--- src/rtl/serial_chunk_addsub.sv ---
// Multi-cycle signed adder/subtractor that walks the operands CHUNK bits per
// cycle (LSB chunk first), with optional saturation and a sticky overflow flag.
module serial_chunk_addsub #(
    parameter int WIDTH    = 16,
    parameter int CHUNK    = 4,
    parameter bit SATURATE = 1'b0
) (
    input  logic             clk,
    input  logic             rst,
    input  logic             in_valid,
    output logic             in_ready,
    input  logic [WIDTH-1:0] a,
    input  logic [WIDTH-1:0] b,
    input  logic             sub,
    output logic             out_valid,
    input  logic             out_ready,
    output logic [WIDTH-1:0] result,
    output logic             overflow,
    output logic             carry_out,
    output logic             sticky_ovf,
    input  logic             clr_sticky
);

    localparam int NCH = WIDTH / CHUNK;
    localparam int CW  = (NCH > 1) ? $clog2(NCH) : 1;

    generate
        if (WIDTH < 2 || CHUNK < 1 || CHUNK > WIDTH || (WIDTH % CHUNK) != 0) begin : g_bad_params
            $error("serial_chunk_addsub: WIDTH must be >= 2 and a multiple of CHUNK");
        end
    endgenerate

    typedef enum logic [1:0] {
        ST_IDLE = 2'd0,
        ST_CALC = 2'd1,
        ST_DONE = 2'd2
    } state_t;

    state_t            state;
    state_t            state_next;

    logic signed [WIDTH-1:0] a_q;
    logic signed [WIDTH-1:0] b_q;     // already inverted for subtraction
    logic signed [WIDTH-1:0] res_q;
    logic              carry_q;
    logic [CW-1:0]     cnt_q;
    logic              ovf_q;
    logic              cout_q;
    logic              out_valid_q;
    logic              sticky_q;

    logic [CHUNK:0]    chunk_sum;
    logic [WIDTH-1:0]  res_wrap;
    logic              last_chunk;
    logic              msb_cin;
    logic              msb_cout;
    logic              ovf_calc;
    int                base;

    // Clamp toward the sign of a on overflow; wrap otherwise or when saturation is off.
    function automatic logic [WIDTH-1:0] sat_result(input logic [WIDTH-1:0] wrap,
                                                    input logic             ovf,
                                                    input logic             a_sign);
        logic [WIDTH-1:0] r;
        r = wrap;
        if (SATURATE && ovf) begin
            r = a_sign ? {1'b1, {(WIDTH-1){1'b0}}} : {1'b0, {(WIDTH-1){1'b1}}};
        end
        return r;
    endfunction

    // One chunk of ripple addition plus the MSB carry analysis used on the last chunk.
    always_comb begin
        base       = int'(cnt_q) * CHUNK;
        chunk_sum  = {1'b0, a_q[base +: CHUNK]} + {1'b0, b_q[base +: CHUNK]}
                   + {{CHUNK{1'b0}}, carry_q};
        res_wrap   = res_q;
        res_wrap[base +: CHUNK] = chunk_sum[CHUNK-1:0];
        last_chunk = (cnt_q == CW'(NCH - 1));
        msb_cout   = chunk_sum[CHUNK];
        // Carry into the MSB recovered from the MSB's own sum bit: s = a ^ b ^ cin.
        msb_cin    = a_q[WIDTH-1] ^ b_q[WIDTH-1] ^ res_wrap[WIDTH-1];
        ovf_calc   = msb_cin ^ msb_cout;
    end

    // Next-state logic for IDLE -> CALC -> DONE -> IDLE.
    always_comb begin
        state_next = state;
        case (state)
            ST_IDLE: if (in_valid)   state_next = ST_CALC;
            ST_CALC: if (last_chunk) state_next = ST_DONE;
            ST_DONE: if (out_ready)  state_next = ST_IDLE;
            default:                 state_next = ST_IDLE;
        endcase
    end

    // State register and registered out_valid decoded from the next state.
    always_ff @(posedge clk) begin
        if (rst) begin
            state       <= ST_IDLE;
            out_valid_q <= 1'b0;
        end else begin
            state       <= state_next;
            out_valid_q <= (state_next == ST_DONE);
        end
    end

    // Operand capture and chunk-serial accumulation into the result register.
    always_ff @(posedge clk) begin
        if (rst) begin
            a_q     <= '0;
            b_q     <= '0;
            carry_q <= 1'b0;
            cnt_q   <= '0;
            res_q   <= '0;
            ovf_q   <= 1'b0;
            cout_q  <= 1'b0;
        end else begin
            case (state)
                ST_IDLE: begin
                    if (in_valid) begin
                        a_q     <= a;
                        b_q     <= b ^ {WIDTH{sub}};
                        carry_q <= sub;
                        cnt_q   <= '0;
                    end
                end
                ST_CALC: begin
                    carry_q <= chunk_sum[CHUNK];
                    cnt_q   <= cnt_q + CW'(1);
                    if (last_chunk) begin
                        res_q  <= sat_result(res_wrap, ovf_calc, a_q[WIDTH-1]);
                        ovf_q  <= ovf_calc;
                        cout_q <= msb_cout;
                    end else begin
                        res_q  <= res_wrap;
                    end
                end
                default: begin
                end
            endcase
        end
    end

    // Sticky overflow: a delivered overflow sets it and takes priority over a clear.
    always_ff @(posedge clk) begin
        if (rst) begin
            sticky_q <= 1'b0;
        end else if (out_valid_q && out_ready && ovf_q) begin
            sticky_q <= 1'b1;
        end else if (clr_sticky) begin
            sticky_q <= 1'b0;
        end
    end

    assign in_ready   = (state == ST_IDLE);
    assign out_valid  = out_valid_q;
    assign result     = res_q;
    assign overflow   = ovf_q;
    assign carry_out  = cout_q;
    assign sticky_ovf = sticky_q;

endmodule

--- config.mk ---
export PLATFORM = sky130hd
export DESIGN_NAME = serial_chunk_addsub
export DESIGN_NICKNAME = d
export VERILOG_FILES = /design/src/rtl/serial_chunk_addsub.sv
export SDC_FILE = /design/constraint.sdc
export NUM_CORES = 1
export LEC_CHECK = 0
export CAP_MARGIN = 20
export CORE_MARGIN = 10
export CORE_UTILIZATION = 29
export DETAILED_ROUTE_END_ITERATION = 7
export GPL_TIMING_DRIVEN = 1
export PLACE_DENSITY = 0.57
export SYNTH_ARGS = -nofsm -noshare
export SYNTH_HDL_FRONTEND = slang
export SYNTH_SLANG_ARGS = --single-unit
--- constraint.sdc ---
create_clock -name clk -period 4 [get_ports clk]
set_clock_uncertainty 0.2 [all_clocks]
set_input_delay 0.4 -clock clk [delete_from_list [all_inputs] [get_ports clk]]
set_output_delay 0.4 -clock clk [all_outputs]
set_load 0.01 [all_outputs]
======== After elaboration in Yosys (flattened, before gate mapping) ========
Cells that the tools add are included.
word-level totals
  register bits after elaboration ......... 57
  input bits .............................. 38
  output and inout port bits .............. 21
  logic and storage cells ................. 46
cells by class
  $add $sub $neg .......................... 4
  equal/unequal tests ..................... 5
  shifts and indexed selects .............. 4
  mux-type cells .......................... 11
  bitwise gates (word level) .............. 4
  reductions and logical operators ........ 8
operators with widths
  kind                                                                     number
  4-bit negator with 33-bit output                                         1
  4-bit by 33-bit variable shift with 16-bit output, first input constant  1
  4-bit by 33-bit indexed part select with 16-bit output                   1
  16-bit by 5-bit indexed part select with 4-bit output                    2
  16-bit bitwise mux                                                       1
  16-bit bitwise XOR                                                       1
  2-bit two-way mux                                                        4
  2-bit == test, second input constant                                     3
  2-bit case mux with 3 select lines                                       1
  2-bit AND reduction                                                      3
  4-bit by 4-bit adder with 5-bit output                                   1
  5-bit by 1-bit adder with 5-bit output                                   1
  2-bit case mux with 2 select lines                                       1
  2-bit nonzero test                                                       2
  1-bit two-way mux                                                        3
  1-bit bitwise XOR                                                        3
  2-bit by 1-bit adder with 2-bit output, second input constant            1
  2-bit by 1-bit == test with 1-bit output, second input constant          1
  1-bit logical AND                                                        2
  2-bit logical NOT                                                        1
  2-bit inequality test, second input constant                             1
  1-bit case mux with 2 select lines                                       1

======== Logic depth before layout (Yosys ltp) ========
Gate-level depths: netlist of the first run.
  depth after elaboration ................. 7
  depth in mapped cells ................... 10
  mapped depth without buffers ............ 9

======== Worst setup path before layout of the first run ========
OpenSTA, ideal clock, no wires.
  path type ............................... reg2reg
  start ................................... register cnt_q[0]
  end ..................................... register ovf_q, in the netlist overflow
  setup time .............................. 91 ps
  arrival time ............................ 2605 ps
  data required time ...................... 3709 ps
  slack ................................... 1104 ps
  stages on the path, launching flop included .. 11
  path buffers ............................ 1
  clock period less this slack ............ 2896 ps
  path through ............................ dfxtp_1 -> buf_2 -> mux4_2 -> fa_1 -> inv_1 -> fa_1 -> or2b_1 -> a21oi_1 -> xnor2_1 -> xnor2_1 -> a311oi_1
on the way
  word-level cells in the longest chain between the ends .. 7
  elaborated cells between the ends (all ways) .. 12
  classes of those cells .................. 3 x add/sub; 1 x eq/ne; 4 x shift; 1 x mux; 2 x bitwise; 1 x reduce/logical
ends and longest elaborated chain
  element                                                 line  RTL
  start, declared                                         46    logic [CW-1:0] cnt_q;
  start signal, assigned                                  130   cnt_q <= cnt_q + CW'(1);
  16-bit by 5-bit indexed part select with 4-bit output   75    chunk_sum = {1'b0, a_q[base +: CHUNK]} + {1'b0, b_q[base +: CHUNK]}
  4-bit by 4-bit adder with 5-bit output                  75
  5-bit by 1-bit adder with 5-bit output                  76    + {{CHUNK{1'b0}}, carry_q};
  4-bit by 33-bit indexed part select with 16-bit output  78    res_wrap[base +: CHUNK] = chunk_sum[CHUNK-1:0];
  16-bit bitwise mux                                      78
  1-bit bitwise XOR                                       82    msb_cin = a_q[WIDTH-1] ^ b_q[WIDTH-1] ^ res_wrap[WIDTH-1];
  1-bit bitwise XOR                                       83    ovf_calc = msb_cin ^ msb_cout;
  end signal, assigned                                    133   ovf_q <= ovf_calc;
  end, declared                                           47    logic ovf_q;
Parallel ways exist; a longest one is shown, timed or not.
A chain may end at the register's enable or synchronous reset.

======== Worst setup path in the final report of the first run ========
Same ends and word-level chain as after synthesis.

==> results of run 1 <==
## worst max-delay path: cells and delay by family (launching register included)
family,cells,cell delay [ns]
xor gates and xnor gates,1,0.10
buffers and inverters,1,0.26
DFF,1,0.71
adders and majority gates,1,0.36
AOI/OAI and AO/OA,4,0.90
muxes,1,0.50
## per-stage QoR
step           hold slack [ns]  setup WS, ns
3_3_place_gp            0.2421        0.9066
3_5_place_dp            0.2471        0.8505
6_report                0.2591        0.8638
5_1_grt                 0.2803        0.5790
4_1_cts                 0.2616        0.8397
2_1_floorplan           0.2331         1.104
## layout make-up
| cell class | instances | area [sq um] | area share |
|---|---|---|---|
| multi-input combinational | 200 | 1366 | 0.3968 |
| clock buffer | 12 | 165.2 | 0.04797 |
| sequential | 57 | 1141 | 0.3314 |
| clock inverter | 3 | 15.01 | 0.004360 |
| inverter | 8 | 30.03 | 0.008721 |
| timing repair buffer | 60 | 590.6 | 0.1715 |
| tap | 108 | 135.1 | 0.03924 |
## cells in the final DEF (no fill, tap or decap), drive strengths merged, types with 2 or more instances in the layout
cell type and instances:
dfxtp 57, clkdlybuf4s50 57, nand2 43, nor2 38, a21oi 29, xnor2 20
a211oi 16, a22oi 16, clkbuf 12, ha 9, mux4 8, inv 8
nor4b 3, clkinv 3, buf 3, nand3 2, nor3 2, nand2b 2
fa 2, and3 2
## power groups by stage
stage / sequential (uW) / combinational (uW) / clock [uW]
floorplan: 625 / 149 / 0
global placement: 634 / 219 / 0
detailed placement: 634 / 225 / 0
CTS: 622 / 226 / 502
global route: 626 / 250 / 519
finish: 621 / 221 / 486
## kinds of logic after synthesis
kind of cell / synth area share
AND/OR/NAND/NOR: 0.1715
buffers and inverters: 0.04023
flip-flops: 0.4368
multiplexers: 0.06896
AO/OA/AOI/OAI: 0.1571
XOR/XNOR: 0.06705
adder cells (fa/ha/maj): 0.05843
## flip-flops by register name, summed over array words and instances, names as in the netlist
register,count
sticky_ovf,1
b_q,16
a_q,16
result,16
cnt_q,2
state,2
carry_out,1
out_valid,1
overflow,1
carry_q,1
## how the worst max path moves through the flow
stage	start	endpoint	slack (ns)	cells after the start
after floorplan	cnt_q[0]$_SDFFE_PP0P_	overflow$_SDFFE_PP0P_	1.10	10
after global placement	cnt_q[0]$_SDFFE_PP0P_	overflow$_SDFFE_PP0P_	0.91	8
after detailed placement	cnt_q[0]$_SDFFE_PP0P_	overflow$_SDFFE_PP0P_	0.85	8
after CTS	cnt_q[0]$_SDFFE_PP0P_	overflow$_SDFFE_PP0P_	0.84	8
after global routing	cnt_q[0]$_SDFFE_PP0P_	overflow$_SDFFE_PP0P_	0.58	8
final	cnt_q[0]$_SDFFE_PP0P_	overflow$_SDFFE_PP0P_	0.86	8
## metal layers
layer  track usage  routed length [um]  part of all wire
met3       0.03802                 507             0.080
met4       0.03713                  72             0.011
met2        0.1599                2906              0.46
met1        0.1226                2867              0.45
met5             0                   0                 0
==> flow_summary.toml, run 1 <==
[status]
status = "complete, no violations"

[clocking]
postCtsResizedCells = 0
path_clk_slew_ns = 0.06
clkLatencyLatePin_ns = 0.34
cts_tree = "done"
htree_levels = 3
cts_buffers = 9
clockBufferDepth = 2
cts_hold_buffers = 0
cts-root-buf = "clkbuf_8"
post-cts-setup-buffers = 0
cts_sinks = 57

[yosys]
yosys.cell_count.top_type = "dfxtp_1"
syn_area_per_cell_sq_um = 9.231
async_flop_share = 0
synth.distinct_cells = 27
synth_common_cells = "57 x dfxtp_1, 43 x nand2_1, 38 x nor2_1"
yosysSeqAreaShare = 0.4368
synthesis.area_sq_um = 2613
synth_top_area_frac = 0.4368
synth_area_leaders = "dfxtp_1 44%, mux4_2 6.9%, xnor2_1 6.7%"
ys_ff_latch = 57
synth_flop_cell = "dfxtp_1"
yosys.area.top_type = "dfxtp_1"
synth_edf_count = 0
synth_cells = 283
ys.warnings.count = 0
synth_nets = 332

[finish]
fillers = 907
fin_area_sq_um = 3443
final_cells = 448
drive_gt1_frac = 0.09706
num_antenna_cells = 0
final_util = 0.3929
area_growth_pct = 31.80
nets = 385

[global_route]
antenna_found_initial = 0
grt-ovfl-total = 0
grt_max_degree = 58
grt_pass1_vias = 2289
grt_usage = 0.1012
grt_pass1_wl_um = 10880

[placed_design]
dpl.hpwl_um = 4799
globalplace.congestion = 0.7832
dp_cells = 433
placed_cell_area_sq_um = 3263
numPortBuffers = 58

[detailed_routing]
drcViolationCount = 0
drt_iter0_drc = 83
drtPass1Iterations = 4
avgRoutedWirePerCell_um = 14.18
viasPerCell = 4.746
routed_wl_um = 6353
via_count = 2126
detail-route-antenna-nets = 0

[floorplan]
rows = 34
initial_utilization = 0.2981
die-area_sq_um = 13210
core-area_sq_um = 8763
die_y_um = 114.9
die_x_um = 114.9
io_pins = 59

[worst_setup_path]
cpPeakStageDelay_ns = 0.71
worstReg2RegEnd = "overflow$_SDFFE_PP0P_"
r2r_cells = 8
criticalPathCategory = "reg2reg"
crit_fanout = 13
r2r_start = "cnt_q[0]$_SDFFE_PP0P_"
critPathLaunchType = "flip-flop"
rrSetupSlack_ns = 0.86
critical_path.slowest_cell = "dfxtp_1"
critical_path_arrival_ns = 3.18
worstPathRequired_ns = 4.04
crit_path_end_kind = "flip-flop"
worstPathCellList = "buf_4 > mux4_2 > ha_1 > a21oi_1 > a21oi_1 > o32ai_2 > xnor2_1 > a311oi_1"
cpMostUsedCell = "a21oi_1"

[timing]
setup_viol = 0
relSlewSlack = 0.3306
finalCritPeriodShare = 0.7840
clock.fmax_mhz = 318.9
fin_setup_tns_ns = 0
tightest_slew_ns = 1.004
period_minus_slack_ns = 3.136
finalHoldViolations = 0
slew_violations = 0
rsz0062_at_grt = "false"

[pwr]
swShare = 0.2655
p_seq_frac = 0.468
p_per_area_nw_per_um2 = 386.0
power_uw = 1329
power.combinational.fraction = 0.167
peakVddDrop_uv = 122.5
p_clk_frac = 0.366
p_switching_uw = 352.9
p_leak_uw = 0.001213
internal_power_uw = 976.2

[worst_hold_path]
worstHoldEndpoint = "a_q[0]$_SDFFE_PP0P_"
min_path_cells = 2
hp-class = "reg2reg"
min_from = "a_q[0]$_SDFFE_PP0P_"

[job]
cap_violations = 0
Note: power is estimated with default switching activity, not from simulation.
==> run 2, diff against run 1 <==
==> constraint.sdc (replaced) <==
create_clock -name clk -period 3.3 [get_ports clk]
set_clock_uncertainty 0.2 [all_clocks]
set_input_delay 0.33 -clock clk [delete_from_list [all_inputs] [get_ports clk]]
set_output_delay 0.33 -clock clk [all_outputs]
set_load 0.01 [all_outputs]
==> flow_summary.toml, run 2 (synthesized netlist as in run 1, its figures left out) <==
[status]
status = "complete, no violations"

[worst_hold_path]
min_path_cells = 2
worstHoldEndpoint = "a_q[14]$_SDFFE_PP0P_"
hp-class = "reg2reg"
min_from = "a_q[14]$_SDFFE_PP0P_"

[placed_design]
placed_cell_area_sq_um = 3271
numPortBuffers = 58
dpl.hpwl_um = 4711
globalplace.congestion = 0.7494
dp_cells = 434
pre_cts_ws_ns = 0.4344

[clocking]
htree_levels = 3
path_clk_slew_ns = 0.06
cts-root-buf = "clkbuf_8"
clkLatencyLatePin_ns = 0.33
postCtsResizedCells = 0
cts_tree = "done"
cts_sinks = 57
cts_hold_buffers = 0
cts_buffers = 9
post-cts-setup-buffers = 0
clockBufferDepth = 2

[global_route]
met1_usage = 0.1158
grtUsageMet2 = 0.1509
grt_pass1_wl_um = 10450
busiest_layer = "met2"
grt_max_degree = 58
grt_use_met3 = 0.04427
grt-ovfl-total = 0
grt_usage = 0.09793
grt_pass1_vias = 2188
antenna_found_initial = 0

[pwr]
power_uw = 1547
p_per_area_nw_per_um2 = 452.3
p_leak_uw = 0.001198
peakVddDrop_uv = 141.1

[timing]
relSlewSlack = 0.3169
finalHoldViolations = 0
rsz0062_at_grt = "false"
finalCritPeriodShare = 0.8649
tightest_slew_ns = 1.025
setup_slack_ns = 0.4457
clock.fmax_mhz = 350.4
period_minus_slack_ns = 2.854
slew_violations = 0
setup_viol = 0
fin_setup_tns_ns = 0

[worst_setup_path]
critical_path.slowest_cell = "dfxtp_1"
worstPathRequired_ns = 3.33
cpPeakStageDelay_ns = 0.62
crit_path_start = "cnt_q[1]$_SDFFE_PP0P_"
path_buf_inv = 1
r2r_cells = 9
criticalPathCategory = "reg2reg"
crit_path_end_kind = "flip-flop"
rrSetupSlack_ns = 0.45
cp_top_family = "flip-flops"
r2r_start = "cnt_q[1]$_SDFFE_PP0P_"
critPathLaunchType = "flip-flop"
worstReg2RegEnd = "overflow$_SDFFE_PP0P_"
worstPathCellList = "mux4_2 > fa_1 > inv_1 > fa_1 > or2b_1 > a21oi_1 > xnor2_1 > xnor2_1 > a311oi_1"
critical_path_arrival_ns = 2.88
crit_fanout = 12

[detailed_routing]
routed_wl_um = 6249
viasPerCell = 4.747
drcViolationCount = 0
detail-route-antenna-nets = 0
drtPass1Iterations = 4
drt_iter0_drc = 70
avgRoutedWirePerCell_um = 13.98
via_count = 2122

[finish]
most-common-layout-cells = "57 x dfxtp_1, 57 x clkdlybuf4s50_1, 43 x nand2_1, 38 x nor2_1, 29 x a21oi_1"
area_growth_pct = 30.94
drive_gt1_frac = 0.08850
fin_area_sq_um = 3421
final_cells = 447
num_antenna_cells = 0
nets = 386

[job]
cap_violations = 0

[floorplan]
io_pins = 59
initial_utilization = 0.2981
rows = 34
die-area_sq_um = 13210
die_y_um = 114.9
die_x_um = 114.9
core-area_sq_um = 8763
-- run 2: cell types whose count changed in the layout (fill, tap and decap cells not counted) --
cell and delta:
clkbuf_1 +2, clkinv_2 -2, clkbuf_8 -2, buf_4 +1
-- run 2: metrics by stage --
stage	hold WS, ns	util
after floorplan	0.2331	-
after global placement	0.2496	0.3732
after detailed placement	0.2485	0.3732
after CTS	0.2564	0.3903
after global routing	0.2861	0.3903
final	0.2568	0.3903
-- run 2: worst max-delay path by stage --
stage	to	slack (ns)	cells after the start
6_report	overflow$_SDFFE_PP0P_	0.45	9
5_1_grt	overflow$_SDFFE_PP0P_	0.18	9
4_1_cts	overflow$_SDFFE_PP0P_	0.40	9
3_5_place_dp	overflow$_SDFFE_PP0P_	0.43	9
3_3_place_gp	overflow$_SDFFE_PP0P_	0.50	9
2_1_floorplan	overflow$_SDFFE_PP0P_	0.40	10
-- run 2: final cells by class --
type | instances | area (sq um)
tap | 108 | 135.1
inverter | 8 | 30.03
multi-input combinational | 200 | 1366
fill | 899 | 5343
clock inverter | 1 | 5.005
timing repair buffer | 61 | 598.1
sequential | 57 | 1141
clock buffer | 12 | 145.1
-- run 2: where the power goes --
part / total (uW) / internal [uW] / leakage [uW] / switching (uW)
clock network: 525 / 279 / 0.0000782 / 246
logic: 273 / 133 / 0.000654 / 140
registers: 749 / 726 / 0.000466 / 22.7
-- run 2: per-layer routing --
layer	vias up	wire, um
met5	-	0
met4	0	97
met3	12	501
met2	45	2803
met1	985	2846
li1	1080	-
-- run 2: worst reg2reg max path: stages (launching register included) --
cell	delay [ns]
dfxtp_1	0.62
mux4_2	0.32
fa_1	0.19
inv_1	0.06
fa_1	0.39
or2b_1	0.23
a21oi_1	0.25
xnor2_1	0.13
xnor2_1	0.13
a311oi_1	0.24
